--- src/rtl/tx_arbiter.sv ---
// tx_arbiter: round-robin arbiter for two byte requesters feeding one 8N1 serial transmitter.
// Define TX_PARITY_EN to insert an even-parity bit between the data bits and the stop bit.
module tx_arbiter #(
  parameter int BAUD_DIV = 345
) (
  input  logic       c,
  input  logic       r,
  input  logic       req0_valid,
  input  logic [7:0] req0_data,
  output logic       req0_ready,
  input  logic       req1_valid,
  input  logic [7:0] req1_data,
  output logic       req1_ready,
  output logic       tx,
  output logic       busy,
  output logic       grant
);
`ifdef TX_PARITY_EN
  typedef enum logic [2:0] {IDLE, START, DATA, PARITY, STOP} state_t;
`else
  typedef enum logic [2:0] {IDLE, START, DATA, STOP} state_t;
`endif
  localparam logic [15:0] RELOAD = 16'(BAUD_DIV - 1);
  state_t      state;
  logic [15:0] cnt;
  logic [2:0]  bit_idx;
  logic [7:0]  shreg;
  logic [7:0]  sel_data;
  logic        last;
  logic        bit_end;
`ifdef TX_PARITY_EN
  logic        par;
`endif
  // last holds the most recent winner, so a tie goes to the other requester
  always_comb begin
    req0_ready = state == IDLE && !r && req0_valid && (!req1_valid || last);
    req1_ready = state == IDLE && !r && req1_valid && (!req0_valid || !last);
    sel_data   = req1_ready ? req1_data : req0_data;
    bit_end    = cnt == 16'd0;
  end
  always_ff @(posedge c) begin
    if (r) begin
      state   <= IDLE;
      tx      <= 1'b1;
      busy    <= 1'b0;
      grant   <= 1'b0;
      last    <= 1'b1;
      cnt     <= 16'd0;
      bit_idx <= 3'd0;
      shreg   <= 8'd0;
`ifdef TX_PARITY_EN
      par     <= 1'b0;
`endif
    end else begin
      if (state != IDLE) cnt <= bit_end ? RELOAD : cnt - 16'd1;
      case (state)
        IDLE: if (req0_ready || req1_ready) begin
          shreg <= sel_data;
          grant <= req1_ready;
          last  <= req1_ready;
          tx    <= 1'b0;
          busy  <= 1'b1;
          cnt   <= RELOAD;
          state <= START;
`ifdef TX_PARITY_EN
          par   <= ^sel_data;
`endif
        end
        START: if (bit_end) begin
          tx      <= shreg[0];
          shreg   <= shreg >> 1;
          bit_idx <= 3'd0;
          state   <= DATA;
        end
        DATA: if (bit_end) begin
          if (bit_idx == 3'd7) begin
`ifdef TX_PARITY_EN
            tx    <= par;
            state <= PARITY;
`else
            tx    <= 1'b1;
            state <= STOP;
`endif
          end else begin
            tx      <= shreg[0];
            shreg   <= shreg >> 1;
            bit_idx <= bit_idx + 3'd1;
          end
        end
`ifdef TX_PARITY_EN
        PARITY: if (bit_end) begin
          tx    <= 1'b1;
          state <= STOP;
        end
`endif
        STOP: if (bit_end) begin
          busy  <= 1'b0;
          state <= IDLE;
        end
        default: state <= IDLE;
      endcase
    end
  end
endmodule

--- config.mk ---
export PLATFORM = sky130hd
export DESIGN_NAME = tx_arbiter
export DESIGN_NICKNAME = d
export VERILOG_FILES = /design/src/rtl/tx_arbiter.sv
export SDC_FILE = /design/constraint.sdc
export NUM_CORES = 1
export LEC_CHECK = 0
export CAP_MARGIN = 20
export CORE_AREA = 2 2 65 67
export CTS_CLUSTER_SIZE = 40
export DETAILED_ROUTE_END_ITERATION = 7
export DIE_AREA = 0 0 67 69
export GPL_TIMING_DRIVEN = 0
export PLACE_DENSITY = 0.76
export SLEW_MARGIN = 20
export SYNTH_ARGS = -nofsm -noshare
export SYNTH_HDL_FRONTEND = slang
export SYNTH_SLANG_ARGS = --single-unit
--- constraint.sdc ---
create_clock -name c -period 3 [get_ports c]
set_clock_uncertainty 0.15 [all_clocks]
set_input_delay 0.45 -clock c [delete_from_list [all_inputs] [get_ports c]]
set_output_delay 0.45 -clock c [all_outputs]
set_load 0.02 [all_outputs]
== Yosys cells after proc, flatten, opt, wreduce, memory -nomap -nowiden ==
Cells that the tools add are included.

* Input bits: 20
* Output and inout bits: 5
* Logic and storage cells: 71
* Register bits: 34

* Reductions and logical operators: 24
* Equal/unequal tests: 10
* Add/subtract/negate cells: 2
* Multiplexer cells: 27

{| class="wikitable"
|+ Operators with widths
! kind !! count
|-
| 16-bit two-way mux || 4
|-
| 8-bit two-way mux || 5
|-
| 8-bit case mux with 3 select lines || 1
|-
| 3-bit two-way mux || 7
|-
| 16-bit logical NOT || 1
|-
| 16-bit by 1-bit subtractor with 16-bit output, second input constant || 1
|-
| 3-bit case mux with 4 select lines || 1
|-
| 2-bit != test, second input constant || 5
|-
| 5-bit AND reduction || 2
|-
| 4-bit AND reduction || 2
|-
| 3-bit by 2-bit equality test with 1-bit output, second input constant || 2
|-
| 1-bit two-way mux || 6
|-
| 3-bit case mux with 2 select lines || 1
|-
| 3-bit nonzero test || 2
|-
| 1-bit logical AND || 5
|-
| 1-bit logical NOT || 4
|-
| 2-bit nonzero test || 2
|-
| 3-bit by 1-bit adder with 3-bit output, second input constant || 1
|-
| 3-bit by 1-bit equality test with 1-bit output, second input constant || 1
|-
| 3-bit equality test, second input constant || 1
|-
| 3-bit logical NOT || 1
|-
| 1-bit logical OR || 3
|-
| 1-bit case mux with 3 select lines || 1
|-
| 3-bit AND reduction || 1
|-
| other kinds (3) || 3
|}

== Longest topological paths before layout ==
* Word-level depth: 7
* Mapped depth: 8
* Mapped depth without buffers: 6

== Worst setup path after synthesis ==
OpenSTA, ideal clock, no wires.

* Kind: reg2reg
* Start point: register state[0]
* End point: register shreg[0]
* Path buffers: 2
* Required time: 2.718 ns
* Library setup time: 0.132 ns
* Arrival: 1.774 ns
* Stages on the path, launching flop included: 9
* Clock period less this slack: 2.055 ns
* Setup slack: 0.945 ns
* Cell sequence: dfxtp_1 inv_1 ha_1 and3b_1 buf_2 and2_1 clkbuf_1 o311ai_0 mux2i_1

* Longest elaborated chain between the ends: 7
* Elaborated cells between the ends (all ways): 18
* Classes of those cells: eq/ne (6); mux (3); reduce/logical (9)

{| class="wikitable"
|+ Ends and longest elaborated chain
! element !! RTL line !! source
|-
| from (decl) || 24 || <nowiki>state_t state;</nowiki>
|-
| from (signal assigned) || 43 || <nowiki>state <= IDLE;</nowiki>
|-
| from (signal assigned) || 64 || <nowiki>state <= START;</nowiki>
|-
| from (signal assigned) || 73 || <nowiki>state <= DATA;</nowiki>
|-
| 3-bit logical NOT * || 37 || <nowiki>req1_ready = state == IDLE && !r && req1_valid && (!req0_valid || !last);</nowiki>
|-
| 1-bit logical AND * (3 in a row) || 37 ||
|-
| via req1_ready || 13 || <nowiki>output logic req1_ready,</nowiki>
|-
| 8-bit two-way mux or 1-bit logical OR (tied branches) || 38, 57 ||
|-
| 8-bit two-way mux or 2-bit by 1-bit != test with 1-bit output (tied branches) || n/a ||
|-
| 8-bit case mux with 3 select lines or 5-bit AND reduction (tied branches) || n/a ||
|-
| to (signal assigned) || 58 || <nowiki>shreg <= sel_data;</nowiki>
|-
| to (signal assigned) || 71 || <nowiki>shreg <= shreg >> 1;</nowiki>
|-
| to (signal assigned) || 86 || <nowiki>shreg <= shreg >> 1;</nowiki>
|-
| to (decl) || 27 || <nowiki>logic [7:0] shreg;</nowiki>
|}

The timed path passes the listed nets; every way through them passes the cells marked *. The select of a mux whose other input is x is not followed.
A chain may end at the register's enable or synchronous reset.

== Final worst setup path ==
* Start point: register state[0]
* End point: output port req1_ready

* Longest elaborated chain between the ends: 4

{| class="wikitable"
|+ Ends and longest elaborated chain
! element !! RTL line
|-
| 3-bit logical NOT || 37
|-
| 1-bit logical AND (3 in a row) || 37
|-
| to (decl) || 13
|}

No other way between the ends.

==> results.md <==
* Final cycle utilization of the critical path at 95.6%
* Storage element area at 661 sq um
* Area of the multi-input gates at 1270 sq um
* Async S/R FF share, synth at 0%
* Starting Density at 52.9%
* Core area at 3910 sq um
* Area of the mapped netlist at 2070 sq um
* Aggregate routed wire length at 5030 microns
* Syn nets at 286
* Peak fanout along the critical path at 10
* Final layout net count at 316
* Layout cell share with drive strength beyond 1 at 9.00%
* Leak Pwr at 0.952 nW
* Clock tree sinks at 33
* Wire length of the first global-routing pass at 8640 microns
* Total count of hold-check failures in the final report at 0
* Count of routing violations after the opening detailed-route iteration at 135
* Instance area at placement at 2370 sq um
* Growth of design area from synthesis to finish at 20.4%
* Fraction of synthesized area in multiplexers at 5.32%
* Category of the worst setup path capture point: primary output
* Headroom to the max-slew limit at 61.4%
* PortBufs at 24
* Max VDD drop at 0.000647 V
* Post-synth top area cell: sky130_fd_sc_hd__dfxtp_1
* Root buf cell: sky130_fd_sc_hd__clkbuf_8
* Maximum Capacitance Violations at 0
* Floorplan row count at 23
* Post-placement setup slack at -0.0499 ns
* Residual antenna-violating net count after detailed routing at 0
* Largest family of logic cells by synthesized area: simple AND/OR/NAND/NOR gates
* Run status: completed
* Compound-gate portion of the synthesized area at 23.5%
* Antenna cells at 0
* TritonCTS Buffers at 5
* Detailed-route via count at 2,036
* Worst min path class: reg2reg
* Worst-margin pin slew at 0.575 ns
* Vertical extent of the die at 69 microns
* Top area cells in the synthesized netlist: sky130_fd_sc_hd__dfxtp_1 (32%), sky130_fd_sc_hd__mux2i_1 (5.3%), sky130_fd_sc_hd__a21oi_1 (5.1%)
* Number of design rule violations left after detail routing at 0
* # H-tree levels at 2
* Prevailing post-synth register cell: sky130_fd_sc_hd__dfxtp_1
* Synthesized-area fraction occupied by xor and xnor cells at 0.846%
* Number of global-route vias before repair at 1,913
* Share of synthesized cell area in and, or, nand and nor gates at 26.7%
* FF+latch count, synth at 33
* Post-Syn Instances at 258
* Hold-fix buffers at CTS at 0
* Routed length per instance at 14.8 microns
* Post-DP HPWL at 3610 microns
* Summed negative setup slack over all endpoints at 0 ns
* Synth Warn # at 0
* DIE AREA at 4620 sq um
* Avg Vias per Cell at 6.01
* Number of iterations in the first detailed-routing pass at 4
* Filler Cells Inserted at 372
* Count of flip-flops with a built-in enable after synthesis at 0
* Critical Path RT at 2.40 ns
* CTS tree: yes
* Worst Setup Path Type: reg2out
* Total gr overflow at 0
* Worst-skew pair later-pin latency at 0.29 ns
* Portion of synthesized cell area occupied by the leading cell type at 31.9%
* Power density over the cells at 1060 nW/um^2
* Final weighted congestion in routability-driven placement at 0.823
* Initial antenna violation count at 0
* Data arrival, critical path at 2.27 ns
* Overall fraction of global-route tracks in use at 23.9%
* Share of the yosys chip area belonging to registers at 31.9%
* Power after layout at 0.00265 W
* Final number of setup-violating endpoints at 0
* Area of all placed cells without fillers at 2490 sq um
* Worst-case clock buffer depth at 2
* Final count of pins violating max slew at 0
* Average size of a mapped cell at 8.02 sq um
* Pin count of the biggest net entering global routing at 11
* Final hold slack at 0.314 ns
* Unique cell type count in the Yosys netlist at 53
* Register-to-register setup slack at 0.83 ns
* Die width at 67 microns
* Adder-cell area share of the yosys netlist at 4.84%
* Setup Buffers After CTS at 0
* Clock transition at path regs at 0.07 ns
* Min Clock Period, post-route at 2.87 ns
* Smallest setup slack after layout at 0.132 ns
* Maximum operating frequency at 0.349 GHz
* IO Count at 25
* Category of the worst setup path launch point: register
[report_power, final]
group          total, W  leakage [nW]  internal [W]  switching, W
Combinational   0.00147         0.623      0.000602      0.000870
Clock          0.000440        0.0585      0.000271      0.000169
Sequential     0.000737         0.271      0.000592      0.000145
[kinds of logic (layout without fill, tap and decap cells)]
group | count (synthesis) | after routing
AND/OR/NAND/NOR | 100 | 100
buffers and inverters | 33 | 64
flip-flops | 33 | 33
XOR/XNOR | 2 | 2
AO/OA/AOI/OAI | 71 | 71
adder cells (fa/ha/maj) | 8 | 8
multiplexers | 11 | 11
[registers in the layout, summed over array words and instances (netlist names)]
name     flops
bit_idx      3
busy         1
cnt         16
grant        1
last         1
shreg        8
state        2
tx           1
[cell type report]
type                    instances  area share [%]
plain buffers                  17            3.46
clock buffers                   7            3.46
clock inverters                 1            1.20
inverters                      15            2.26
multi-input cells             192            51.0
flip-flops and latches         33            26.5
well taps                      50            2.51
repair buffers                 24            9.64
[placed cells by master, fill, tap and decap left out, drive strengths merged, types with 4 or more instances in the layout]
master,instances
nand3,10
nor2b,4
clkbuf,17
a21oi,21
nand2,24
clkdlybuf4s50,24
o311ai,7
inv,15
dfxtp,33
nor3,7
ha,8
mux2i,11
nor2,21
nand4,7
o21ai,17
nor4,6
buf,7
o211ai,5
nand2b,4
[metal layers]
layer | part of all wire (%) | wire length, microns | vias up | GRT usage [%]
met5 | 0 | 0 | - | 0
met4 | 1.8 | 91 | 0 | 7.71
met3 | 6.7 | 338 | 8 | 6.69
met2 | 45 | 2280 | 68 | 38.9
met1 | 46 | 2310 | 953 | 30.1
li1 | - | - | 1007 | -
[cell usage after synthesis, types with 4 or more instances]
cell,number
sky130_fd_sc_hd__a21oi_1,21
sky130_fd_sc_hd__clkbuf_1,11
sky130_fd_sc_hd__dfxtp_1,33
sky130_fd_sc_hd__ha_1,8
sky130_fd_sc_hd__inv_1,15
sky130_fd_sc_hd__mux2i_1,11
sky130_fd_sc_hd__nand2_1,24
sky130_fd_sc_hd__nand2b_1,4
sky130_fd_sc_hd__nand3_1,10
sky130_fd_sc_hd__nand4_1,6
sky130_fd_sc_hd__nor2_1,21
sky130_fd_sc_hd__nor2b_1,4
sky130_fd_sc_hd__nor3_1,6
sky130_fd_sc_hd__nor4_1,4
sky130_fd_sc_hd__o211ai_1,4
sky130_fd_sc_hd__o21ai_0,10
sky130_fd_sc_hd__o21ai_1,7
sky130_fd_sc_hd__o311ai_0,7
[metrics by stage]
stage / std cells / utilization [%]
floorplan: 258 / -
global placement: 332 / 60.6
detailed placement: 332 / 60.6
CTS: 339 / 63.6
global route: 339 / 63.7
finish: 339 / 63.7
[path summary, 6_finish.rpt]
path | startpoint | endpoint | depth (start not counted)
setup / recovery | state[0]$_SDFFE_PP0P_ | req1_ready | 6
hold / removal | shreg[7]$_SDFFE_PP0P_ | shreg[7]$_SDFFE_PP0P_ | 2
setup reg to reg | state[0]$_SDFFE_PP0P_ | state[1]$_SDFFE_PP0P_ | 7
hold reg to reg | shreg[7]$_SDFFE_PP0P_ | shreg[7]$_SDFFE_PP0P_ | 2
[worst max-delay path, stage by stage, from the launching register on]
cell and delay (ns):
sky130_fd_sc_hd__dfxtp_1 0.36, sky130_fd_sc_hd__inv_1 0.10, sky130_fd_sc_hd__ha_2 0.26, sky130_fd_sc_hd__and3b_1 0.16
sky130_fd_sc_hd__buf_2 0.19, sky130_fd_sc_hd__and2_2 0.27, sky130_fd_sc_hd__clkdlybuf4s50_1 0.63
[what timing repair did]
item,in CTS,in global routing
hold endpoints to repair,0,0
resized for setup,2,3
endpoints found under the setup margin,2,2
(Power assumes the default switching activity.)
